<file path="src/rtl/fpu_issue_ctrl.sv">
`default_nettype none
// ============================================================================
// Module   : fpu_issue_ctrl
// Summary  : Single-outstanding issue controller for a sequential FPU unit,
//            with sticky NV flag and an acceptance watchdog.
// Revision : 1.0 - initial release
// ============================================================================
module fpu_issue_ctrl #(
  parameter int TIMEOUT = 16
) (
  input  logic        clk,
  input  logic        reset,
  // core request
  input  logic        req_valid,
  output logic        req_ready,
  input  logic [4:0]  req_op,
  input  logic [31:0] req_a,
  input  logic [31:0] req_b,
  input  logic [4:0]  req_tag,
  // unit request side
  output logic        unit_valid,
  input  logic        unit_ready,
  output logic [4:0]  unit_op,
  output logic [31:0] unit_a,
  output logic [31:0] unit_b,
  // unit result side
  input  logic        unit_res_valid,
  output logic        unit_res_ready,
  input  logic [31:0] unit_res,
  input  logic        unit_iv,
  // core response
  output logic        rsp_valid,
  input  logic        rsp_ready,
  output logic [31:0] rsp_data,
  output logic [4:0]  rsp_tag,
  output logic        rsp_nv,
  output logic        rsp_err,
  // sticky exception flags {NV,DZ,OF,UF,NX}
  output logic [4:0]  fflags,
  input  logic        fflags_clr
);

  localparam int CW = $clog2(TIMEOUT + 1);
  localparam logic [CW-1:0] c_cnt_last = CW'(TIMEOUT - 1);
  localparam logic [CW-1:0] c_cnt_max  = {CW{1'b1}};

  typedef enum logic [1:0] {
    S_IDLE  = 2'd0,
    S_ISSUE = 2'd1,
    S_WAIT  = 2'd2,
    S_RESP  = 2'd3
  } state_t;

  state_t        r_state;
  state_t        w_next;

  logic [4:0]    r_op;
  logic [31:0]   r_a;
  logic [31:0]   r_b;
  logic [4:0]    r_tag;
  logic [CW-1:0] r_cnt;
  logic [31:0]   r_rsp_data;
  logic          r_rsp_nv;
  logic          r_rsp_err;
  logic          r_nv;

  logic          w_accept;
  logic          w_timeout;
  logic          w_capture;
  logic          w_count;

  always_ff @(posedge clk) begin
    if (!reset) begin
      r_state <= S_IDLE;
    end else begin
      r_state <= w_next;
    end
  end

  always_comb begin
    w_next         = r_state;
    req_ready      = 1'b0;
    unit_valid     = 1'b0;
    unit_res_ready = 1'b0;
    rsp_valid      = 1'b0;
    w_accept       = 1'b0;
    w_timeout      = 1'b0;
    w_capture      = 1'b0;
    w_count        = 1'b0;
    case (r_state)
      S_IDLE: begin
        req_ready = 1'b1;
        if (req_valid) begin
          w_accept = 1'b1;
          w_next   = S_ISSUE;
        end
      end
      S_ISSUE: begin
        // The unit only raises ready_out while its ready_in is high.
        unit_valid     = 1'b1;
        unit_res_ready = 1'b1;
        if (unit_ready) begin
          w_next = S_WAIT;
        end else if (r_cnt == c_cnt_last) begin
          w_timeout = 1'b1;
          w_next    = S_RESP;
        end else begin
          w_count = 1'b1;
        end
      end
      S_WAIT: begin
        unit_res_ready = 1'b1;
        if (unit_res_valid) begin
          w_capture = 1'b1;
          w_next    = S_RESP;
        end
      end
      S_RESP: begin
        rsp_valid = 1'b1;
        if (rsp_ready) begin
          w_next = S_IDLE;
        end
      end
      default: begin
        w_next = S_IDLE;
      end
    endcase
  end

  always_ff @(posedge clk) begin
    if (!reset) begin
      r_op  <= '0;
      r_a   <= '0;
      r_b   <= '0;
      r_tag <= '0;
    end else if (w_accept) begin
      r_op  <= req_op;
      r_a   <= req_a;
      r_b   <= req_b;
      r_tag <= req_tag;
    end
  end

  // Watchdog counter saturates rather than wrapping.
  always_ff @(posedge clk) begin
    if (!reset) begin
      r_cnt <= '0;
    end else if (w_accept) begin
      r_cnt <= '0;
    end else if (w_count && (r_cnt != c_cnt_max)) begin
      r_cnt <= r_cnt + 1'b1;
    end
  end

  always_ff @(posedge clk) begin
    if (!reset) begin
      r_rsp_data <= '0;
      r_rsp_nv   <= 1'b0;
      r_rsp_err  <= 1'b0;
    end else if (w_timeout) begin
      r_rsp_data <= '0;
      r_rsp_nv   <= 1'b0;
      r_rsp_err  <= 1'b1;
    end else if (w_capture) begin
      r_rsp_data <= unit_res;
      r_rsp_nv   <= unit_iv;
      r_rsp_err  <= 1'b0;
    end
  end

  // A new NV event wins over a simultaneous clear.
  always_ff @(posedge clk) begin
    if (!reset) begin
      r_nv <= 1'b0;
    end else if (w_capture && unit_iv) begin
      r_nv <= 1'b1;
    end else if (fflags_clr) begin
      r_nv <= 1'b0;
    end
  end

  assign unit_op  = r_op;
  assign unit_a   = r_a;
  assign unit_b   = r_b;
  assign rsp_data = r_rsp_data;
  assign rsp_tag  = r_tag;
  assign rsp_nv   = r_rsp_nv;
  assign rsp_err  = r_rsp_err;
  assign fflags   = {r_nv, 4'b0000};

endmodule
`default_nettype wire

</file>
<file path="config.mk">
export PLATFORM = sky130hd
export DESIGN_NAME = fpu_issue_ctrl
export DESIGN_NICKNAME = d
export VERILOG_FILES = /design/src/rtl/fpu_issue_ctrl.sv
export SDC_FILE = /design/constraint.sdc
export NUM_CORES = 1
export LEC_CHECK = 0
export ABC_AREA = 1
export CAP_MARGIN = 30
export CORE_MARGIN = 2
export CORE_UTILIZATION = 39
export DETAILED_ROUTE_END_ITERATION = 16
export MAX_ROUTING_LAYER = met4
export PLACE_DENSITY_LB_ADDON = 0.05
export SYNTH_ARGS = -nofsm -noshare
export SYNTH_HDL_FRONTEND = slang
export SYNTH_SLANG_ARGS = --single-unit
</file>
<file path="constraint.sdc">
create_clock -name clk -period 1.62 [get_ports clk]
set_input_delay 0.324 -clock clk [delete_from_list [all_inputs] [get_ports clk]]
set_output_delay 0.324 -clock clk [all_outputs]
set_load 0.02 [all_outputs]
</file>
==> impl_metrics.json, run 1 <==
{
  "hold_violations": 0,
  "hold_class": "in -> reg",
  "irDropWorstVdd_mv": 1.310,
  "cts-root-buf": "clkbuf_8",
  "power_density_mw_per_mm2": 1613,
  "wl_per_cell_um": 13.92,
  "die_w_um": 110.0,
  "route.vias.total": 4346,
  "final.fill_count": 931,
  "worst_ep_arrival_time_ns": 1.28,
  "ys_ff_latch": 116,
  "drive_gt1_frac": 0.1080,
  "criticalPathCategory": "reg -> out",
  "grt.total_usage": 0.2157,
  "worst_path_largest_cell_delay_ns": 0.33,
  "synthTopCellsByArea": "dfxtp_1 (53%), nor2_1 (13%), nand2_1 (7.7%)",
  "grt_pass1_wl_mm": 19.38,
  "final_common_cell": "nor2_1",
  "gp_congestion": 0.7989,
  "via_per_inst": 4.643,
  "reg2reg_setup_slack_ns": 0.10,
  "cp_top_family": "flip-flops",
  "cp_max_fo": 4,
  "ys_types": 24,
  "htreeDepth": 4,
  "r2r_start": "r_cnt[1]",
  "critPathLaunch": "r_state[0]",
  "grt_pass1_vias": 4149,
  "crit_cells": 3,
  "p_leak_uw": 0.003340,
  "cts_buffers": 17,
  "synth_area_leader_cell": "dfxtp_1",
  "power.total_uw": 11880,
  "ys_seq_area_frac": 0.5301,
  "syn2layout_area_growth_pct": 68.09,
  "antenna_found_initial": 0,
  "ff2ff_path_depth": 8,
  "layout_common_cells": "nor2_1 (154), clkdlybuf4s50_1 (112), dfxtp_1 (112), dlygate4sd2_1 (108), nand2_1 (90)",
  "setup_viol": 0,
  "cts_tree": "yes",
  "rows": 38,
  "diodes": 0,
  "finalCritPeriodShare": 0.9891,
  "ant_nets": 0,
  "stdcell_count": 936,
  "reg2reg_to": "rsp_data[8]",
  "drv_cap": 0,
  "ios": 231,
  "fin_skew_ns": 0.008005,
  "port_buffers": 226,
  "die_area_mm2": 0.01210,
  "path_buf_inv": 2,
  "synth_cells": 551,
  "outcome": "finished, final reports clean",
  "hpwlAfterDp_mm": 9.224,
  "core_area_mm2": 0.01089,
  "cts.reportedPaths.clkPinSlew_ns": 0.05,
  "finalCriticalPeriod_ns": 1.602,
  "worstSetupEndpointType": "output pin",
  "nets": 905,
  "critPathLaunchType": "flop",
  "synth_warnings": 0,
  "grt_overflow_total": 0,
  "syn_avg_cell_area_um2": 7.950,
  "slew_viol_final": 0,
  "drt-initial-drc-count": 231,
  "firstDrtPassIters": 4,
  "clockBufferDepth": 2,
  "dp.cells": 902,
  "netlist_area_mm2": 0.004380,
  "required_ns": 1.30,
  "worstSkewPairLatency_ns": 0.51,
  "path_cells": "buf_4, ha_4, buf_6",
  "yosysTopAreaCellShare": 0.5301,
  "crit_path_end": "unit_valid",
  "route.detailed.drc": 0,
  "wl_mm": 13.03,
  "initial_core_util": 0.4023,
  "fmax_ghz": 0.6241,
  "die_y_um": 110.0,
  "cpMaxStageDelayCell": "dfxtp_2",
  "fin_tns_setup_ns": 0,
  "numClockSinks": 116,
  "fin_util": 0.6763,
  "rsz0062_at_grt": "true",
  "hold_buffers": 0,
  "grt_max_degree": 41
}
registers in the layout, indices dropped and copies added (netlist names):
register  count
rsp_data     32
unit_a       32
unit_b       32
r_cnt         5
rsp_tag       5
unit_op       5
r_state       2
r_nv          1
rsp_err       1
rsp_nv        1
metrics by stage:
stage                     cell area (um2)  setup WS (ns)  hold slack, ns
final                                7363        0.01773          0.1829
after global routing                 7363       -0.04248          0.1885
after global placement               6740        0.01375          0.4512
after CTS                            7274       -0.02576          0.1627
after detailed placement             6740        0.01304          0.4560
after floorplan                      4392         0.1483          0.4420
worst register-to-register path, cell delays in order (launching register included):
cell and delay [ns]:
dfxtp_2 0.35, ha_4 0.14, nand2_1 0.06, nor2_2 0.15
ha_2 0.22, nand3_2 0.11, nand2_2 0.15, clkbuf_16 0.19
a21oi_1 0.05
cell families after synthesis:
group | after synthesis | synth area share
and+or+nand+nor | 255 | 0.2254
AOI/OAI and AO/OA | 116 | 0.1374
other | 1 | 0.0008561
DFF | 116 | 0.5301
buffers and inverters | 54 | 0.08140
adders and majority gates | 8 | 0.02285
xor gates and xnor gates | 1 | 0.002000
worst min path at each step:
stage                  from      endpoint  slack, ns  cells past startpoint
2_1_floorplan          r_nv          r_nv       0.44                      2
3_3_place_gp   rsp_data[29]  rsp_data[29]       0.45                      2
3_5_place_dp   rsp_data[28]  rsp_data[28]       0.46                      2
4_1_cts               reset    rsp_tag[0]       0.16                      3
5_1_grt               reset     unit_b[0]       0.19                      3
6_report              reset    rsp_tag[0]       0.18                      3
area by class of cell:
class / count / area [um2] / area share
Timing Repair Buffer: 248 / 2369 / 0.3217
Sequential cell: 116 / 2327 / 0.3161
Multi-Input combinational cell: 384 / 1780 / 0.2418
Clock buffer: 23 / 476.7 / 0.06474
Tap cell: 140 / 175.2 / 0.02379
Clock inverter: 9 / 172.7 / 0.02345
Inverter: 16 / 62.56 / 0.008496
routing by layer:
metal / share of wire / global-route usage / wire [um]
met2: 0.48 / 0.3571 / 6319
met1: 0.41 / 0.2359 / 5353
met3: 0.081 / 0.07113 / 1056
met4: 0.023 / 0.09675 / 303
met5: 0 / - / 0
power breakdown:
group	total (uW)	internal [uW]	switching, uW	leakage [uW]
Sequential	3820	3510	311	0.000954
Clock	4060	2810	1250	0.000318
Combinational	4000	1640	2360	0.00207
what timing repair did:
action | 4_1_cts | 5_1_grt
pin swaps | 0 | 6
endpoints found under the setup margin | 113 | 43
gates resized for setup | 139 | 14
gates cloned | 0 | 1
setup buffers | 0 | 1
synth_stat cells (all sizes together):
master	number
clkbuf	4
nand3b	1
conb	1
dfxtp	116
nor2	158
nand3	2
nand4	1
o21bai	1
ha	8
xor2	1
nand2	93
a21oi	40
buf	34
o21ai	75
clkinv	1
inv	15
No activity file was read; power rests on OpenSTA's default activity.
==> inputs of run 2 (changes only) <==
--- a/config.mk
+++ b/config.mk
@@ -12,6 +12,7 @@
 export DETAILED_ROUTE_END_ITERATION = 16
 export MAX_ROUTING_LAYER = met4
 export PLACE_DENSITY_LB_ADDON = 0.05
+export REMOVE_ABC_BUFFERS = 1
 export SYNTH_ARGS = -nofsm -noshare
 export SYNTH_HDL_FRONTEND = slang
 export SYNTH_SLANG_ARGS = --single-unit
==> run 2 against run 1 <==
  * Register-to-register slack about the same
  * Critical path depth unchanged
  * Largest power group is now combinational logic
  * Sequential share of layout area up 0.46 points
  * Highest routed layer unchanged
  * Critical endpoint is now unit_res_ready
  * Power down 3.8%
  * Wire length down 4.7%
==> impl_metrics.json, run 2 (synthesized netlist as in run 1, its figures left out) <==
{
  "finalCritPeriodShare": 0.9860,
  "diodes": 0,
  "die_w_um": 110.0,
  "p_leak_uw": 0.003292,
  "cts.reportedPaths.clkPinSlew_ns": 0.06,
  "critPathLaunchType": "flop",
  "htreeDepth": 4,
  "grt_overflow_total": 0,
  "initial_core_util": 0.4023,
  "numClockSinks": 116,
  "reg2reg_setup_slack_ns": 0.10,
  "holdWs_ns": 0.2684,
  "gp_congestion": 0.7856,
  "required_ns": 1.30,
  "hold_class": "in -> reg",
  "die_y_um": 110.0,
  "cp_max_fo": 2,
  "route.detailed.drc": 0,
  "cts_buffers": 17,
  "setup_viol": 0,
  "firstDrtPassIters": 4,
  "drv_cap": 0,
  "grt_max_degree": 75,
  "ff2ff_path_depth": 9,
  "hpwlAfterDp_mm": 8.787,
  "hold_violations": 0,
  "grt.total_usage": 0.2109,
  "ios": 231,
  "worst_ep_arrival_time_ns": 1.27,
  "outcome": "finished, final reports clean",
  "min_path_cells": 3,
  "clockBufferDepth": 2,
  "nets": 901,
  "rows": 38,
  "reg2reg_to": "r_cnt[0]",
  "power_density_mw_per_mm2": 1575,
  "dpl_cell_area_mm2": 0.006743,
  "drt-initial-drc-count": 189,
  "cts-root-buf": "clkbuf_8",
  "rsz0062_at_grt": "true",
  "criticalPathCategory": "reg -> out",
  "wl_mm": 12.42,
  "min_from": "reset",
  "final_area_mm2": 0.007251,
  "worstSetupEndpointType": "output pin",
  "finalCriticalPeriod_ns": 1.597,
  "fin_util": 0.6659,
  "final_common_cell": "nor2_1",
  "route.vias.total": 4327,
  "slew_viol_final": 0,
  "dp.cells": 899,
  "antenna_found_initial": 0,
  "syn2layout_area_growth_pct": 65.52,
  "hold_buffers": 0,
  "stdcell_count": 931,
  "grt_pass1_vias": 4085,
  "fin_skew_ns": 0.01002,
  "worstSkewPairLatency_ns": 0.50,
  "fmax_ghz": 0.6260,
  "wl_per_cell_um": 13.34,
  "die_area_mm2": 0.01210,
  "drive_gt1_frac": 0.09608,
  "irDropWorstVdd_mv": 0.7774,
  "final.fill_count": 946,
  "holdPathEnd": "r_state[1]",
  "r2r_start": "r_cnt[0]",
  "cts_tree": "yes",
  "via_per_inst": 4.648,
  "ant_nets": 0,
  "port_buffers": 226,
  "grt_pass1_wl_mm": 19.13,
  "core_area_mm2": 0.01089,
  "critPathLaunch": "r_state[0]",
  "layout_common_cells": "nor2_1 (154), dfxtp_1 (114), clkdlybuf4s50_1 (112), dlygate4sd2_1 (109), nand2_1 (90)"
}
[run 2: cell types whose count changed in the layout (fill, tap and decap cells not counted), sizes merged]
cell	previous run	this run
bufinv	5	3
clkinvlp	1	4
buf	26	23
clkbuf	24	22
clkdlybuf4s15	1	0
clkinv	4	3
dlygate4sd2	108	109
[run 2: stage by stage]
step	power [uW]	setup WS, ns	setup TNS, ns
after global placement	8090	0.02835	0
after floorplan	5955	-0.7917	-58.18
final	11420	0.02262	0
after global routing	12110	-0.03245	-0.03245
after detailed placement	8161	0.003459	0
after CTS	11440	-0.09543	-0.1280
[run 2: worst max-delay path, cell delays in order, from the launching register on]
cell and delay (ns):
dfxtp_2 0.33, inv_1 0.07, ha_4 0.27, buf_6 0.11
[run 2: what timing repair did]
item	in CTS	in global routing
hold endpoints to repair	0	0
gates resized for setup	132	11
pin swaps	0	1
setup endpoints to repair	113	43
buffers inserted	0	1
[run 2: final cells by class]
| cell class | count | area (um2) | share of cell area |
|---|---|---|---|
| Clock inverter | 9 | 127.6 | 0.01760 |
| Inverter | 16 | 63.81 | 0.008801 |
| Multi-Input combinational cell | 384 | 1750 | 0.2414 |
| Tap cell | 140 | 175.2 | 0.02416 |
| Clock buffer | 22 | 462.9 | 0.06385 |
| Timing Repair Buffer | 244 | 2346 | 0.3236 |
| Sequential cell | 116 | 2325 | 0.3206 |
[run 2: how the worst max path moves through the flow]
stage	endpoint	slack [ns]	depth (start not counted)
floorplan	r_cnt[0]	-0.79	7
global placement	unit_res_ready	0.03	3
detailed placement	unit_res_ready	0.003	3
CTS	unit_res_ready	-0.1	3
global route	unit_res_ready	-0.03	3
finish	unit_res_ready	0.02	3
[run 2: where the power goes]
group	total, uW	switching [uW]	internal, uW
Combinational	3940	2330	1610
Clock	3690	1240	2450
Sequential	3800	293	3500
Total	11400	3870	7550
[run 2: metal layers]
| layer | part of all wire | wire length (um) | up-vias | track usage |
|---|---|---|---|---|
| met5 | 0 | 0 | - | - |
| met4 | 0.020 | 244 | 0 | 0.08680 |
| met3 | 0.091 | 1124 | 18 | 0.06996 |
| met2 | 0.48 | 5913 | 162 | 0.3396 |
| met1 | 0.41 | 5132 | 1951 | 0.2415 |
| li1 | - | - | 2196 | - |
